`config.mk`:
```
export PLATFORM = sky130hd
export DESIGN_NAME = addsub_rr_arbiter
export DESIGN_NICKNAME = d
export VERILOG_FILES = /design/src/rtl/addsub_rr_arbiter.sv
export SDC_FILE = /design/constraint.sdc
export NUM_CORES = 1
export LEC_CHECK = 0
export CAP_MARGIN = 25
export CORE_ASPECT_RATIO = 0.75
export CORE_MARGIN = 4
export CORE_UTILIZATION = 53
export CTS_BUF_LIST = sky130_fd_sc_hd__clkbuf_4 sky130_fd_sc_hd__clkbuf_8
export CTS_CLUSTER_DIAMETER = 40
export CTS_CLUSTER_SIZE = 40
export DETAILED_ROUTE_END_ITERATION = 6
export GPL_TIMING_DRIVEN = 0
export HOLD_SLACK_MARGIN = 0.1
export MAX_ROUTING_LAYER = met4
export PLACE_DENSITY = 0.9
export SLEW_MARGIN = 20
export SYNTH_ARGS = -nofsm -noshare
export SYNTH_HDL_FRONTEND = slang
export SYNTH_HIERARCHICAL = 1
export SYNTH_SLANG_ARGS = --single-unit
```
`constraint.sdc`:
```
create_clock -name clk -period 4.6 [get_ports clk]
set_clock_uncertainty 0.05 [all_clocks]
set_input_delay 0.46 -clock clk [delete_from_list [all_inputs] [get_ports clk]]
set_output_delay 0.46 -clock clk [all_outputs]
set_load 0.1 [all_outputs]
```
`src/rtl/addsub_rr_arbiter.sv`:
```
// Round-robin arbiter that shares one 4-bit adder/subtractor between two requesters.
// Operands are held in registers for SETTLE_CYCLES before the result is captured.
module addsub4 (
    input  logic [3:0] a,
    input  logic [3:0] b,
    input  logic       sel,
    output logic [3:0] s,
    output logic       cout
);
    logic [3:0] b_eff;

    always_comb begin
        b_eff     = sel ? ~b : b;
        {cout, s} = {1'b0, a} + {1'b0, b_eff} + {4'b0000, sel};
    end
endmodule

module addsub_rr_arbiter #(
    parameter int unsigned SETTLE_CYCLES = 2
) (
    input  logic       clk,
    input  logic       rst,
    input  logic       req_valid_0,
    output logic       req_ready_0,
    input  logic [3:0] A_0,
    input  logic [3:0] B_0,
    input  logic       sel_0,
    input  logic       req_valid_1,
    output logic       req_ready_1,
    input  logic [3:0] A_1,
    input  logic [3:0] B_1,
    input  logic       sel_1,
    output logic       rsp_valid_0,
    input  logic       rsp_ready_0,
    output logic       rsp_valid_1,
    input  logic       rsp_ready_1,
    output logic [3:0] S,
    output logic       cout,
    output logic       ovf,
    output logic       busy
);
    typedef enum logic [1:0] {
        IDLE = 2'd0,
        EXEC = 2'd1,
        RESP = 2'd2
    } state_t;

    state_t     state_q, state_d;
    logic       last_grant_q, last_grant_d;
    logic       gnt_q, gnt_d;
    logic [3:0] op_a_q, op_a_d;
    logic [3:0] op_b_q, op_b_d;
    logic       op_sel_q, op_sel_d;
    logic [3:0] cnt_q, cnt_d;
    logic [3:0] s_q, s_d;
    logic       cout_q, cout_d;
    logic       ovf_q, ovf_d;

    logic       grant;
    logic       grant_valid;
    logic [3:0] dp_s;
    logic       dp_cout;
    logic [3:0] b_eff;
    logic       rsp_ready_g;

    addsub4 u_addsub4 (
        .a    (op_a_q),
        .b    (op_b_q),
        .sel  (op_sel_q),
        .s    (dp_s),
        .cout (dp_cout)
    );

    always_comb begin
        grant_valid = req_valid_0 | req_valid_1;
        if (req_valid_0 && req_valid_1) begin
            grant = ~last_grant_q;
        end else begin
            grant = req_valid_1;
        end
    end

    // Ready is gated by rst so nothing reads as accepted while reset is held.
    always_comb begin
        req_ready_0 = (state_q == IDLE) && !rst && grant_valid && !grant;
        req_ready_1 = (state_q == IDLE) && !rst && grant_valid && grant;
        rsp_valid_0 = (state_q == RESP) && !gnt_q;
        rsp_valid_1 = (state_q == RESP) && gnt_q;
        busy        = (state_q != IDLE);
        S           = s_q;
        cout        = cout_q;
        ovf         = ovf_q;
        b_eff       = op_sel_q ? ~op_b_q : op_b_q;
        rsp_ready_g = gnt_q ? rsp_ready_1 : rsp_ready_0;
    end

    always_comb begin
        state_d      = state_q;
        last_grant_d = last_grant_q;
        gnt_d        = gnt_q;
        op_a_d       = op_a_q;
        op_b_d       = op_b_q;
        op_sel_d     = op_sel_q;
        cnt_d        = cnt_q;
        s_d          = s_q;
        cout_d       = cout_q;
        ovf_d        = ovf_q;
        unique case (state_q)
            IDLE: begin
                if (grant_valid) begin
                    gnt_d    = grant;
                    op_a_d   = grant ? A_1 : A_0;
                    op_b_d   = grant ? B_1 : B_0;
                    op_sel_d = grant ? sel_1 : sel_0;
                    cnt_d    = 4'(SETTLE_CYCLES - 1);
                    state_d  = EXEC;
                end
            end
            EXEC: begin
                if (cnt_q != '0) begin
                    cnt_d = cnt_q - 4'd1;
                end else begin
                    s_d     = dp_s;
                    cout_d  = dp_cout;
                    ovf_d   = (op_a_q[3] == b_eff[3]) && (dp_s[3] != op_a_q[3]);
                    state_d = RESP;
                end
            end
            RESP: begin
                if (rsp_ready_g) begin
                    last_grant_d = gnt_q;
                    state_d      = IDLE;
                end
            end
            default: state_d = IDLE;
        endcase
    end

    always_ff @(posedge clk or posedge rst) begin
        if (rst) begin
            state_q      <= IDLE;
            last_grant_q <= 1'b1;
            gnt_q        <= 1'b0;
            op_a_q       <= '0;
            op_b_q       <= '0;
            op_sel_q     <= 1'b0;
            cnt_q        <= '0;
            s_q          <= '0;
            cout_q       <= 1'b0;
            ovf_q        <= 1'b0;
        end else begin
            state_q      <= state_d;
            last_grant_q <= last_grant_d;
            gnt_q        <= gnt_d;
            op_a_q       <= op_a_d;
            op_b_q       <= op_b_d;
            op_sel_q     <= op_sel_d;
            cnt_q        <= cnt_d;
            s_q          <= s_d;
            cout_q       <= cout_d;
            ovf_q        <= ovf_d;
        end
    end
endmodule

```
Word level (Yosys, flattened, before mapping)
Cells that the tools add are included.

storage, ports and cells
  flip-flop bits (word level) = 23
  input port bits = 24
  output and inout port bits = 11
  word-level logic and storage cells = 58

operators by class
  add/subtract/negate cells = 3
  equal/unequal tests = 8
  mux-type cells = 13
  bitwise logic cells = 4
  reductions and logical operators = 20

operator list
  kind                 count
  $mux 4               5
  $logic_and 1x1->1    8
  $ne 2x2->1 const B   4
  $pmux 4 s2           1
  $mux 2               3
  $pmux 2 s3           1
  $reduce_and 2->1     3
  $reduce_and 3->1     2
  $add 4x4->5          1
  $add 5x1->5          1
  $not 4->4            1
  $reduce_bool 2->1    2
  $reduce_bool 4->1    1
  $sub 4x1->4 const B  1
  $logic_not 1->1      3
  $mux 1               3
  $eq 2x1->1 const B   1
  $eq 2x2->1 const B   1
  $logic_not 2->1      1
  $not 1->1            2
  $eq 1x1->1           1
  $ne 1x1->1           1
  $or 1x1->1           1

Longest topological paths before layout
Gate-level depths: netlist (run 1).

  depth in word-level cells = 6
  depth in mapped cells = 8

Hierarchy
Netlist (run 1), hierarchy kept.

modules (own cells, without submodules)
  module             instances  cells each  area each (µm²)  sequential area each (µm²)
  addsub_rr_arbiter  1          100         1124.8           576.8
  addsub4            1          20          180.2            0.0

Least setup slack after synthesis (run 1)
OpenSTA, ideal clock, no wires.

  path kind = input-to-output
  from = in rst
  to = out req_ready_1
  arrival time = 1.872 ns
  required time = 4.090 ns
  path slack = 2.218 ns
  stages = 2
  cells stage by stage = inv_1 -> and3_1

between the ends
  cells in the longest elaborated chain, start to end = 4

ends and longest elaborated chain
  item                              line  text
  start, declared                   22    input logic rst,
  $logic_not 1->1 (no source line)  --
  $logic_and 1x1->1 (3 in series)   86    req_ready_1 = (state_q == IDLE) && !rst && grant_valid && grant;
  end, declared                     29    output logic req_ready_1,

Every way passes these cells.

Worst setup path in the final report (run 1)
  from = in req_valid_0
  to = out req_ready_1

between the ends
  cells in the longest elaborated chain, start to end = 3
  elaborated cells between the ends (all ways) = 5

ends and longest elaborated chain
  item                                                    line    text
  start, declared                                         23      input logic req_valid_0,
  $or 1x1->1 / $logic_and 1x1->1 (equally long branches)  75, 76
  $logic_and 1x1->1 / $mux 1 (equally long branches)      86, 76
  $logic_and 1x1->1 *                                     86

Every way passes the cells marked *; elsewhere a longest branch is shown, timed or not.

==> results of run 1 <==
-- logic make-up after synthesis --
| kind of cell | after synthesis | share of synthesized area [%] |
|---|---|---|
| and+or+nand+nor | 41 | 18.5 |
| AOI/OAI and AO/OA | 23 | 13.9 |
| DFF | 23 | 44.2 |
| muxes | 12 | 10.3 |
| buffers and inverters | 9 | 2.78 |
| xor gates and xnor gates | 6 | 4.03 |
| adders and majority gates | 6 | 6.33 |
-- synthesized netlist by cell type, drive strengths merged, types with 2 or more instances --
master and number:
mux2i 4, mux2 8, nand4 2, inv 6, dfrtp 22, ha 5, nor3 3, nand2 6
o21ai 4, a21oi 4, a221o 9, xor2 5, nor3b 2, and2 2, buf 2, nand2b 3
and3 11, nor2 4
-- cell type report --
type | count | area (um2)
inverters | 6 | 22.5
fillers | 192 | 594
flip-flops and latches | 23 | 577
clock buffers | 4 | 30.0
well taps | 34 | 42.5
plain buffers | 3 | 13.8
repair buffers | 35 | 355
multi-input cells | 88 | 692
-- state kept, by name, summed over array words and instances (netlist names) --
register,flops
S,4
op_sel_q,1
op_a_q,4
state_q,2
cnt_q,4
last_grant_q,1
gnt_q,1
cout,1
op_b_q,4
ovf,1
-- layer usage --
layer  vias up  part of all wire [%]  GRT usage, %
met3         6                   5.1          5.05
met2        44                    51          37.0
met1       543                    42          25.5
met5         -                     0             -
li1        521                     -             -
met4         0                   1.8          7.24
-- metrics by stage --
| stage | utilization, % | hold slack, ns |
|---|---|---|
| after CTS | 73.8 | 0.471 |
| after detailed placement | 72.5 | 0.443 |
| final | 74.5 | 0.370 |
| after global routing | 74.5 | 0.390 |
| after global placement | 72.5 | 0.436 |
| after floorplan | - | 0.419 |
-- cell usage in the layout (no fill, tap or decap), types with 2 or more instances in the layout --
cell type,instances
nand2b_1,3
and3_1,11
dfrtp_1,22
mux2i_1,4
mux2_2,7
nor3_1,3
clkdlybuf4s50_1,34
nand2_1,5
nor2_1,3
and2_1,2
nor3b_1,2
clkbuf_4,4
o21ai_0,4
nand4_1,2
inv_1,6
a21oi_1,4
xor2_1,5
ha_1,5
buf_2,2
a221o_1,9
-- critical path: cells and delay by family --
kind                   cells  cell delay (ns)
AOI/OAI and AO/OA          1             0.58
buffers and inverters      2             1.63
and+or+nand+nor            1             0.25
-- worst max-delay path by stage --
stage,endpoint,slack [ns],cells past startpoint
finish,req_ready_1,1.17,4
global route,req_ready_1,1.09,4
CTS,req_ready_1,1.09,4
detailed placement,req_ready_1,1.09,4
global placement,req_ready_1,1.14,4
floorplan,req_ready_1,2.22,2
==> impl_metrics.env, run 1 <==
export IMPL_place_ws_ns=1.09
export IMPL_synth_edf_count=0
export IMPL_final_area_mm2=0.00173
export IMPL_reg2reg_depth=8
export IMPL_dr_pass1_iters=4
export IMPL_core_area_mm2=0.00233
export IMPL_overflow=0
export IMPL_antenna_found_initial=0
export IMPL_rsz0062_at_grt="false"
export IMPL_crit_type="input pin to output port"
export IMPL_grt_pass1_wl_mm=5.42
export IMPL_grt_max_degree=26
export IMPL_nNetsFinal=190
export IMPL_fin_cells=193
export IMPL_slew_violations=0
export IMPL_hold_violations=0
export IMPL_synthToLayoutAreaGrowth_pct=32.8
export IMPL_synth_top_area_share_pct=42.2
export IMPL_detail_route_vias_per_cell=5.77
export IMPL_vias=1114
export IMPL_avgSynthCellArea_um2=10.9
export IMPL_outcome="finished clean"
export IMPL_cp_cell_sequence="clkdlybuf4s50_1 > a211oi_2 > and3_1 > clkdlybuf4s50_1"
export IMPL_drc=0
export IMPL_routed_wl_mm=3.23
export IMPL_clk_pin_slew_worst_paths_ns=0.12
export IMPL_startpoint="req_valid_0"
export IMPL_cts_hold_buffers=0
export IMPL_worst_path_max_fanout=10
export IMPL_numCtsBuffers=3
export IMPL_slew_headroom_pct=34.1
export IMPL_max_cap_violations=0
export IMPL_ctsResizeCount=0
export IMPL_syn_area_mm2=0.00131
export IMPL_ys_seq_area_share_pct=44.2
export IMPL_synth_seq_cells=23
export IMPL_ant_nets=0
export IMPL_worstPathRequired_ns=4.09
export IMPL_setup_tns_final_ns=0
export IMPL_cp_arrival_ns=2.92
export IMPL_drtIter0Drc=35
export IMPL_clock_latency_ns=0.31
export IMPL_dp_hpwl_mm=2.55
export IMPL_synthesis_instances=120
export IMPL_cts_root_buf="clkbuf_4"
export IMPL_cts_sinks=23
export IMPL_post_cts_buffers=0
export IMPL_die_y_um=51.0
export IMPL_finalCritPeriodShare_pct=74.7
export IMPL_globalplace_congestion=0.827
export IMPL_endpoint_kind="output port"
export IMPL_cp_slowest_cell="clkdlybuf4s50_1"
export IMPL_rows=15
export IMPL_io_pins=35
export IMPL_io_buffers=34
export IMPL_synth_top_cell_by_area="dfrtp_1"
export IMPL_first_global_vias=1168
export IMPL_die_w_um=65.3
export IMPL_fin_ws_ns=1.17
export IMPL_min_period_ns=3.43
export IMPL_rrSetupSlack_ns=2.21
export IMPL_cts_tree="built"
export IMPL_track_usage_pct=21.7
export IMPL_cpPeakStageDelay_ns=1.14
export IMPL_synthDistinctLibCells=39
export IMPL_r2r_end="ovf"
export IMPL_max_freq_ghz=0.291
export IMPL_tightest_slew_ns=0.986
export IMPL_synthFlopType="dfrtp_1"
export IMPL_post_dp_cell_area_mm2=0.00169
export IMPL_wl_per_cell_um=16.7
export IMPL_finalSetupViolCount=0
export IMPL_yosysWarnings=6
export IMPL_r2r_start="op_sel_q"
export IMPL_cp_start_kind="input pin"
export IMPL_die_area_mm2=0.00333
export IMPL_cts_max_path_buffers=2
export IMPL_start_util_pct=56.1
export IMPL_htreeDepth=1
export IMPL_synthArstFlopShare_pct=100
export IMPL_dpl_cell_count=188
export IMPL_cp_common_cell="clkdlybuf4s50_1"
export IMPL_synth_nets=150
export IMPL_hold_class="input pin to asynchronous set/reset pin"
export IMPL_synth_area_leaders="dfrtp_1 42%, a221o_1 6.9%, mux2_2 6.0%, and3_1 5.3%, ha_1 4.8%"
export IMPL_diodes=0
export IMPL_drive_gt1_share_pct=13.8
Power of run 1 is left out: the tool's default activity adds up to more than one toggle a clock period on the data nets, which glitch-free logic cannot reach.
==> run 2: changes to the inputs <==
CORE_UTILIZATION = 45   (was 53)
PLACE_DENSITY = 0.82   (was 0.9)
clock period = 2.9 ns   (was 4.6 ns; I/O delays follow)
==> run 2 against run 1 <==
Compared with the run above:
- sequential share of layout area decreased by 0.36 points
- non-clock buffer count stayed put
- cell count increased by 1.0%
- clock-buffer cell count stayed put
- worst hold slack got worse by 0.16 ns
- die area rose by 15%
- wire length is 7.5% lower
- via count down 4.0%
- critical path depth grew 1
- first-iteration DRC count rose by 100%
- sequential cell count did not move
- utilization decreased by 9.2 points
==> impl_metrics.env, run 2 (synthesis results as in run 1) <==
export IMPL_outcome="finished clean"
export IMPL_r2r_start="op_sel_q"
export IMPL_diodes=0
export IMPL_rsz0062_at_grt="false"
export IMPL_cts_max_path_buffers=2
export IMPL_cp_arrival_ns=2.37
export IMPL_numCtsBuffers=3
export IMPL_startpoint="state_q[1]"
export IMPL_die_w_um=70.2
export IMPL_use_met2_pct=30.3
export IMPL_start_util_pct=48.6
export IMPL_max_freq_ghz=0.369
export IMPL_cts_root_buf="clkbuf_8"
export IMPL_finalCritPeriodShare_pct=93.3
export IMPL_worst_path_max_fanout=10
export IMPL_die_y_um=54.6
export IMPL_crit_type="flop to output port"
export IMPL_nNetsFinal=190
export IMPL_min_period_ns=2.71
export IMPL_overflow=0
export IMPL_wl_per_cell_um=15.3
export IMPL_dr_pass1_iters=4
export IMPL_io_buffers=34
export IMPL_cts_tree="built"
export IMPL_track_usage_pct=17.0
export IMPL_synthToLayoutAreaGrowth_pct=34.2
export IMPL_final_common_cell="clkdlybuf4s50_1"
export IMPL_cp_start_kind="flop"
export IMPL_io_pins=35
export IMPL_clock_latency_ns=0.26
export IMPL_htreeDepth=1
export IMPL_cts_sinks=23
export IMPL_ctsResizeCount=2
export IMPL_slew_violations=0
export IMPL_tightest_slew_ns=0.971
export IMPL_grt_pass1_wl_mm=4.85
export IMPL_fin_cells=195
export IMPL_vias=1069
export IMPL_hold_violations=0
export IMPL_rows=16
export IMPL_grt_max_degree=26
export IMPL_detail_route_vias_per_cell=5.48
export IMPL_max_cap_violations=0
export IMPL_antenna_found_initial=0
export IMPL_final_cell_mix="32 x clkdlybuf4s50_1, 22 x dfrtp_1, 11 x and3_1, 9 x a221o_1, 7 x mux2_2"
export IMPL_drtIter0Drc=70
export IMPL_dpl_cell_count=190
export IMPL_grt_busiest_layer="met2"
export IMPL_post_cts_buffers=0
export IMPL_setup_tns_final_ns=0
export IMPL_ant_nets=0
export IMPL_use_met3_pct=3.85
export IMPL_first_global_vias=1036
export IMPL_finalSetupViolCount=0
export IMPL_routed_wl_mm=2.99
export IMPL_die_area_mm2=0.00383
export IMPL_drive_gt1_share_pct=13.8
export IMPL_globalplace_congestion=0.775
export IMPL_cts_hold_buffers=0
export IMPL_worstPathRequired_ns=2.56
export IMPL_fill_cells=219
export IMPL_drc=0
export IMPL_slew_headroom_pct=35.1
export IMPL_hold_class="input pin to asynchronous set/reset pin"
export IMPL_core_area_mm2=0.00268
export IMPL_clk_pin_slew_worst_paths_ns=0.08
export IMPL_dp_hpwl_mm=2.33
export IMPL_endpoint_kind="output port"
export IMPL_gr_usage_met1_pct=20.0
==> run 2: layer usage <==
metal / vias up / wire (um)
li1: 521 / -
met1: 521 / 1270
met2: 25 / 1560
met3: 2 / 125
met4: 0 / 31
met5: - / 0
==> run 2: stage by stage <==
step | area (um2) | setup WS (ns) | util [%] | hold slack, ns
after CTS | 1740 | 0.0239 | 64.7 | 0.467
after detailed placement | 1690 | -0.228 | 63.0 | 0.449
after global placement | 1690 | -0.256 | 63.0 | 0.439
after global routing | 1750 | 0.0438 | 65.3 | 0.228
final | 1750 | 0.193 | 65.3 | 0.209
after floorplan | 1310 | 0.739 | - | 0.252
==> run 2: final cells by class <==
class | count | area, um2 | share of cell area, %
multi-input cells | 88 | 692 | 39.5
flip-flops and latches | 23 | 577 | 32.9
repair buffers | 35 | 353 | 20.1
clock buffers | 4 | 48.8 | 2.79
well taps | 36 | 45.0 | 2.57
inverters | 6 | 22.5 | 1.29
plain buffers | 3 | 13.8 | 0.786
==> run 2: final timing paths <==
| path | to | slack, ns | cells past startpoint |
|---|---|---|---|
| max | req_ready_0 | 0.19 | 5 |
| min | ovf | 0.21 | 2 |
| max reg2reg | ovf | 0.57 | 8 |
| min reg2reg | ovf | 0.46 | 1 |
| max in group asynchronous | cnt_q[3] | 2.17 | 3 |
| min in group clk | ovf | 0.46 | 1 |
==> run 2: critical path, cell delays in order (launching register included) <==
cell and delay (ns):
dfrtp_1 0.48, nor2_2 0.21, and3_1 0.20, buf_2 0.22
and2_1 0.15, dlygate4sd2_1 0.85
Power of run 2 is left out for the same reason.
